==> config.mk <==
export PLATFORM = sky130hd
export DESIGN_NAME = wbc_arbiter
export DESIGN_NICKNAME = d
export VERILOG_FILES = /design/src/rtl/wbc_arbiter.sv
export SDC_FILE = /design/constraint.sdc
export NUM_CORES = 1
export LEC_CHECK = 0
export ABC_AREA = 1
export BUFFER_PORTS_ARGS = -buffer_cell sky130_fd_sc_hd__buf_2
export CORE_AREA = 2 2 109 111
export DETAILED_ROUTE_END_ITERATION = 8
export DIE_AREA = 0 0 111 113
export GPL_TIMING_DRIVEN = 0
export PLACE_DENSITY_LB_ADDON = 0.2
export REMOVE_ABC_BUFFERS = 1
export SLEW_MARGIN = 20
export SYNTH_ARGS = -nofsm -noshare
export SYNTH_HDL_FRONTEND = slang
export SYNTH_SLANG_ARGS = --single-unit
==> constraint.sdc <==
create_clock -name i_clk -period 1.59 [get_ports i_clk]
set_clock_uncertainty 0.1 [all_clocks]
set_input_delay 0.159 -clock i_clk [delete_from_list [all_inputs] [get_ports i_clk]]
set_output_delay 0.159 -clock i_clk [all_outputs]
set_load 0.005 [all_outputs]
==> src/rtl/wbc_arbiter.sv <==
// Round-robin arbiter sharing one classic-Wishbone slave among NM masters.
// Optional slave watchdog enabled by defining WBC_ARB_TIMEOUT_EN.
module wbc_arbiter #(
    parameter int NM      = 2,
    parameter int AW      = 30,
    parameter int DW      = 32,
    parameter int TIMEOUT = 255
) (
    input  logic                 i_clk,
    input  logic                 i_reset_n,
    input  logic [NM-1:0]        i_mcyc,
    input  logic [NM-1:0]        i_mstb,
    input  logic [NM-1:0]        i_mwe,
    input  logic [NM*AW-1:0]     i_maddr,
    input  logic [NM*DW-1:0]     i_mdata,
    input  logic [NM*DW/8-1:0]   i_msel,
    output logic [NM-1:0]        o_mack,
    output logic [NM-1:0]        o_merr,
    output logic [DW-1:0]        o_mdata,
    output logic [NM-1:0]        o_grant,
    output logic                 o_scyc,
    output logic                 o_sstb,
    output logic                 o_swe,
    output logic [AW-1:0]        o_saddr,
    output logic [DW-1:0]        o_sdata,
    output logic [DW/8-1:0]      o_ssel,
    input  logic                 i_sack,
    input  logic                 i_serr,
    input  logic [DW-1:0]        i_sdata
);

    localparam int          SW  = DW / 8;
    localparam int          IW  = (NM > 1) ? $clog2(NM) : 1;
    localparam int unsigned NMU = NM;

    typedef enum logic {
        IDLE,
        OWNED
    } state_t;

    state_t        state;
    logic [IW-1:0] owner;
    logic [IW-1:0] last_owner;
    logic          rst_sync;

    logic [NM-1:0] req;
    logic          win_found;
    logic [IW-1:0] win_idx;
    logic [NM-1:0] win_onehot;
    logic          own_cyc;
    logic          own_stb;
    logic          wd_hit;

    // Assert asynchronously, release on the first edge so a grant can land on the second.
    always_ff @(posedge i_clk or negedge i_reset_n) begin
        if (!i_reset_n) begin
            rst_sync <= 1'b0;
        end else begin
            rst_sync <= 1'b1;
        end
    end

    assign req = i_mcyc & i_mstb;

    always_comb begin
        win_found  = 1'b0;
        win_idx    = '0;
        win_onehot = '0;
        for (int unsigned k = 1; k <= NMU; k++) begin
            logic [IW-1:0] cand;
            cand = IW'((32'(last_owner) + k) % NMU);
            if (!win_found && req[cand]) begin
                win_found = 1'b1;
                win_idx   = cand;
            end
        end
        for (int unsigned m = 0; m < NMU; m++) begin
            if (win_found && win_idx == IW'(m)) begin
                win_onehot[m] = 1'b1;
            end
        end
    end

    always_comb begin
        own_cyc = 1'b0;
        own_stb = 1'b0;
        for (int unsigned m = 0; m < NMU; m++) begin
            if (owner == IW'(m)) begin
                own_cyc = i_mcyc[m];
                own_stb = i_mstb[m];
            end
        end
    end

`ifdef WBC_ARB_TIMEOUT_EN
    logic [15:0] wd_cnt;

    assign wd_hit = (state == OWNED) && (wd_cnt == 16'(TIMEOUT));

    always_ff @(posedge i_clk or negedge rst_sync) begin
        if (!rst_sync) begin
            wd_cnt <= '0;
        end else if (state == OWNED && own_stb && !i_sack && !i_serr && !wd_hit) begin
            wd_cnt <= wd_cnt + 16'd1;
        end else begin
            wd_cnt <= '0;
        end
    end
`else
    assign wd_hit = 1'b0;
`endif

    always_ff @(posedge i_clk or negedge rst_sync) begin
        if (!rst_sync) begin
            state      <= IDLE;
            owner      <= '0;
            last_owner <= IW'(NM - 1);
            o_grant    <= '0;
        end else begin
            case (state)
                IDLE: begin
                    if (win_found) begin
                        state      <= OWNED;
                        owner      <= win_idx;
                        last_owner <= win_idx;
                        o_grant    <= win_onehot;
                    end
                end
                OWNED: begin
                    if (!own_cyc || wd_hit) begin
                        state   <= IDLE;
                        o_grant <= '0;
                    end
                end
                default: begin
                    state   <= IDLE;
                    o_grant <= '0;
                end
            endcase
        end
    end

    always_comb begin
        o_scyc  = 1'b0;
        o_sstb  = 1'b0;
        o_swe   = 1'b0;
        o_saddr = '0;
        o_sdata = '0;
        o_ssel  = '0;
        o_mack  = '0;
        o_merr  = '0;
        o_mdata = i_sdata;
        if (state == OWNED) begin
            // A watchdog expiry withdraws the strobe and reports ERR in the same cycle.
            o_scyc = own_cyc & ~wd_hit;
            o_sstb = own_stb & ~wd_hit;
            for (int unsigned m = 0; m < NMU; m++) begin
                if (owner == IW'(m)) begin
                    o_swe     = i_mwe[m];
                    o_saddr   = i_maddr[m*AW +: AW];
                    o_sdata   = i_mdata[m*DW +: DW];
                    o_ssel    = i_msel[m*SW +: SW];
                    o_mack[m] = i_sack & ~wd_hit;
                    o_merr[m] = i_serr | wd_hit;
                end
            end
        end
    end

endmodule
==> out/metrics.cfg, run 1 <==
[outcome]
status = finished, violations left
violations = setup timing

[routing]
via_count = 2647
drt_pass1_iterations = 6
drcViolationCount = 0
wl_met2_mm = 4.59
routedWlPerCell_um = 17.0
wl_met3_mm = 1.66
ant_nets = 0
wl_mm = 10.6
highest_layer = met5
via_per_inst = 4.24
wl_met1_mm = 4.25
drtIter0Drc = 88

[placement]
gp_congestion = 0.852
hpwl_mm = 6.98
io_buffers = 216
dpl_worst_slack_ps = -514
placed_cell_area_sq_um = 2470

[synthesis]
synthFlopType = dfrtp_1
ys_warn_count = 0
synthArstFlopShare = 1.00
synthCells = 301
synth_cell_type_count = 18
ys_ff_latch = 6
synth_edf_count = 0
synthesis.area_sq_um = 1580
synth.area.top_cells = nand2_1 (35%), a21oi_1 (19%), buf_4 (15%)
seq_area_frac_synth = 0.0960
yosys.area.top_type = nand2_1
netlist_top_cells_count = nand2_1 (147), a21oi_1 (59), buf_4 (32), buf_2 (15), nand2_2 (10)
syn_area_per_cell_sq_um = 5.24
synth_most_common_cell = nand2_1
synth.top_cell.area_share = 0.350

[final_layout]
synthToLayoutAreaGrowth_pct = 85.4
nets = 657
multiInputGateArea_sq_um = 1090
final.fill_count = 1268
drive_above_1_share = 0.560
regArea_sq_um = 156
final_area_sq_um = 2920
antenna_cells = 0

[sta]
fin_ws_ps = -105
timing.hold.ws_ps = 97.5
setup_viol = 67
max_freq_ghz = 0.590
drv_slew = 0
fin_crit_ps = 1700
post-route-period-util = 1.07
hold_viol = 0
rsz0062_at_grt = true

[power_and_ir_drop]
p_clk_frac = 0.094
comb_power_share = 0.837
cell_internal_pwr_w = 0.00210
p_switching_w = 0.00246
irDropWorstVdd_v = 0.000782
p_leak_nw = 1.72
power_switching_share = 0.539
seqPwrFrac = 0.069
pwr_density_cell_nw_per_um2 = 1560

[worst_setup_path]
required_ps = 1330
cp_max_fo = 7
critPathKind = reg -> out
worstSetupEndpointType = primary output
cp-start-kind = flop
crit_arrival_ps = 1440

[cts]
clock_sinks = 6
clockBufferDepth = 2
cts_tree = built
cts_inserted_buffers = 3
h-tree-depth = 1
clock-root-buffer = clkbuf_16
clk-insertion-delay-late_ps = 230
path_clk_slew_ps = 40

[die]
fp.coreArea_sq_um = 11300
die_w_um = 111
rows = 39
die_area_sq_um = 12500
pin_count = 281
die_h_um = 113
initial_utilization = 0.140

[min_path]
holdCritPathClass = reg -> async

[job]
cap_violations = 0

[global_routing]
antenna_found_initial = 0
grt_max_degree = 73
grt_util_all_layers = 0.151
grt_pass1_vias = 2625
grt_first_pass_wirelength_mm = 14.8
overflow = 0

[metrics by stage]
stage	TNS, ps	util	instances	total power [W]
floorplan	-51510	-	247	0.00182
global placement	-135400	0.219	606	0.00297
detailed placement	-29030	0.220	606	0.00313
CTS	-3670	0.247	622	0.00430
global route	-7180	0.259	625	0.00502
finish	-2680	0.259	625	0.00456
[layer usage]
layer  vias up  global-route usage
met2       199               0.233
met1      1161               0.185
met4         2              0.0158
met3         9              0.0921
li1       1276                   -
met5         -              0.0431
[what timing repair did]
action                                  CTS  global route
gates resized for setup                  20            15
hold buffers                              2             0
endpoints found under the hold margin     5             0
setup buffers                             6             0
endpoints found under the setup margin   77            73
pin swaps                                 2             4
cloned                                    4             3
[cell type report]
class	count	area share
flip-flops and latches	6	0.0535
well taps	143	0.0612
clock buffers	4	0.0270
repair buffers	227	0.439
multi-input cells	233	0.373
repair inverters	4	0.0265
inverters	8	0.0201
[flip-flops by register name (all words and copies together), names as in the netlist]
signal      count
rst_sync        1
o_grant         2
owner           1
last_owner      1
state           1
[power by group through the flow]
stage	clock (W)	sequential (W)	combinational [W]
floorplan	0	0.000429	0.00139
global placement	0	0.000499	0.00248
detailed placement	0	0.000540	0.00259
CTS	0.000428	0.000306	0.00357
global route	0.000437	0.000329	0.00425
finish	0.000429	0.000313	0.00382
[layout by cell type (no fill, tap or decap)]
cell / n
a21oi_1: 51
clkbuf_16: 6
buf_4: 1
dfrtp_1: 3
clkinv_16: 2
nor2_1: 4
inv_6: 2
buf_6: 1
clkbuf_1: 1
a21oi_4: 1
inv_16: 1
buf_12: 3
a21oi_2: 16
dfrtp_4: 1
nand2_1: 141
conb_1: 1
dfstp_2: 1
dfrtp_2: 1
nand2_4: 3
nand2_2: 13
nand3_1: 2
o21ai_0: 1
inv_12: 1
buf_2: 216
buf_16: 1
inv_1: 6
dlygate4sd3_1: 2
[cell families (layout without fill, tap and decap cells)]
logic type             count (synthesis)  count (layout)  synth area share
DFF                                    6               6            0.0960
and+or+nand+nor                      163             163             0.406
buffers and inverters                 62             243             0.256
other                                  1               1           0.00238
AOI/OAI and AO/OA                     69              69             0.240
[worst max-delay path, stage by stage (launching register included)]
cell     delay (ps)
dfrtp_4         430
buf_12          230
buf_12          170
nand2_4          50
a21oi_4         160
buf_2           150
[path summary, 6_finish.rpt]
path                       startpoint         end  slack [ps]  depth (start not counted)
max                             owner  o_saddr[4]        -110                          5
min                          rst_sync  last_owner         100                          0
max reg2reg                     owner  o_grant[0]         250                          8
min reg2reg                  rst_sync  last_owner         100                          0
max in group asynchronous    rst_sync       owner         660                          1
min in group i_clk          i_mcyc[1]       state         200                          5
Power figures use the tool's default switching activity.
==> inputs of run 2 (changes only) <==
--- a/config.mk
+++ b/config.mk
@@ -11,7 +11,7 @@
 export DETAILED_ROUTE_END_ITERATION = 8
 export DIE_AREA = 0 0 111 113
 export GPL_TIMING_DRIVEN = 0
-export PLACE_DENSITY_LB_ADDON = 0.2
+export PLACE_DENSITY_LB_ADDON = 0.1
 export REMOVE_ABC_BUFFERS = 1
 export SLEW_MARGIN = 20
 export SYNTH_ARGS = -nofsm -noshare
==> out/metrics.cfg, run 2 (same netlist as run 1, synthesis figures left out) <==
[outcome]
status = finished, violations left
violations = setup timing

[routing]
highest_layer = met5
drcViolationCount = 0
drtIter0Drc = 80
drt_pass1_iterations = 4
wl_met2_mm = 4.45
via_count = 2588
wl_met3_mm = 1.47
via_per_inst = 4.13
wl_mm = 10.4
ant_nets = 0
routedWlPerCell_um = 16.7
wl_met1_mm = 4.41

[final_layout]
final.fill_count = 1306
drive_above_1_share = 0.569
synthToLayoutAreaGrowth_pct = 85.8
regMostFlops = o_grant
multiInputGateArea_sq_um = 1080
largest_reg_flops = 2
antenna_cells = 0
nets = 658
layout_commonest_cell = buf_2
layout_common_cells = buf_2 (216), nand2_1 (137), a21oi_1 (51), nand2_2 (20), a21oi_2 (17)
regArea_sq_um = 155

[power_and_ir_drop]
p_switching_w = 0.00235
comb_power_share = 0.842
power_switching_share = 0.514
cell_internal_pwr_w = 0.00222
p_clk_frac = 0.092
seqPwrFrac = 0.066
p_leak_nw = 1.71
p_total_w = 0.00456
irDropWorstVdd_v = 0.000886
pwr_density_cell_nw_per_um2 = 1560

[die]
pin_count = 281
die_w_um = 111
initial_utilization = 0.140
die_h_um = 113
die_area_sq_um = 12500
rows = 39
fp.coreArea_sq_um = 11300

[job]
cap_violations = 0

[worst_setup_path]
crit_arrival_ps = 1440
r2r-start = owner
rr_worst_depth = 8
cp_max_fo = 7
critPathKind = reg -> out
crit_end = o_swe
startpoint = owner
required_ps = 1330
worstSetupEndpointType = primary output
rrSetupSlack_ps = 160
cp-start-kind = flop
rr_endpoint = o_grant[0]

[min_path]
holdCritPathClass = reg -> async

[global_routing]
grt_util_all_layers = 0.157
overflow = 0
grt_max_degree = 73
grt_first_pass_wirelength_mm = 15.2
antenna_found_initial = 0
grt_pass1_vias = 2586

[cts]
path_clk_slew_ps = 30
h-tree-depth = 1
clock-root-buffer = clkbuf_16
cts_tree = built
cts_inserted_buffers = 3
clockBufferDepth = 2
clk-insertion-delay-late_ps = 230
clock_sinks = 6

[sta]
fin_ws_ps = -104
drv_slew = 0
hold_viol = 0
fin_crit_ps = 1690
setup_tns_ps = -3390
post-route-period-util = 1.07
rsz0062_at_grt = true
max_freq_ghz = 0.590
setup_viol = 71

[placement]
io_buffers = 216
hpwl_mm = 7.30
gp_congestion = 0.779

## run 2: cell types whose count changed in the layout (fill, tap and decap cells not counted), moves of 2 or more
cell,change
nand2_4,-3
buf_16,+2
clkbuf_16,-3
nand2_2,+7
inv_6,-2
nand2_1,-4
## run 2: routing by layer
| metal | global-route usage | vias to the layer above |
|---|---|---|
| met2 | 0.241 | 189 |
| met4 | 0.0108 | 2 |
| met1 | 0.200 | 1114 |
| li1 | - | 1277 |
| met5 | 0.0471 | - |
| met3 | 0.0841 | 6 |
## run 2: final cells by class
class,instances,share of cell area
repair inverters,3,0.0196
clock buffers,4,0.0269
multi-input cells,233,0.368
inverters,8,0.0248
well taps,143,0.0611
repair buffers,229,0.447
flip-flops and latches,6,0.0530
## run 2: per-stage QoR
| step | cell area [sq um] | utilization | std cells | hold WS (ps) | setup slack (ps) |
|---|---|---|---|---|---|
| floorplan | 1210 | - | 247 | -237 | -845 |
| global placement | 2470 | 0.219 | 606 | -164 | -2120 |
| detailed placement | 2490 | 0.221 | 607 | -162 | -311 |
| CTS | 2860 | 0.254 | 625 | 109 | -108 |
| global route | 2930 | 0.260 | 626 | 126 | -163 |
| finish | 2930 | 0.260 | 626 | 103 | -104 |
## run 2: critical path, cell delays in order, from the launching register on
cell     delay, ps
dfrtp_4        460
buf_12         230
buf_12         150
nand2_1         50
a21oi_1        170
buf_2          150
## run 2: how the worst min path moves through the flow
stage | cells after the start | start | endpoint | slack (ps)
6_report | 0 | rst_sync | last_owner | 100
5_1_grt | 0 | rst_sync | last_owner | 130
4_1_cts | 0 | rst_sync | last_owner | 110
3_5_place_dp | 1 | i_reset_n | rst_sync | -160
3_3_place_gp | 1 | i_reset_n | rst_sync | -160
2_1_floorplan | 0 | i_reset_n | rst_sync | -240
## run 2: what timing repair did
item	CTS	global route
hold buffers	2	0
cloned	6	0
setup buffers	6	1
gates resized for setup	30	13
hold endpoints to repair	5	0
endpoints found under the setup margin	76	71
## run 2: power by group through the flow
stage | Sequential, W | Combinational [W] | Clock [W]
after floorplan | 0.000429 | 0.00139 | 0
after global placement | 0.000494 | 0.00236 | 0
after detailed placement | 0.000411 | 0.00280 | 0
after CTS | 0.000310 | 0.00383 | 0.000426
after global routing | 0.000310 | 0.00430 | 0.000436
final | 0.000302 | 0.00384 | 0.000418
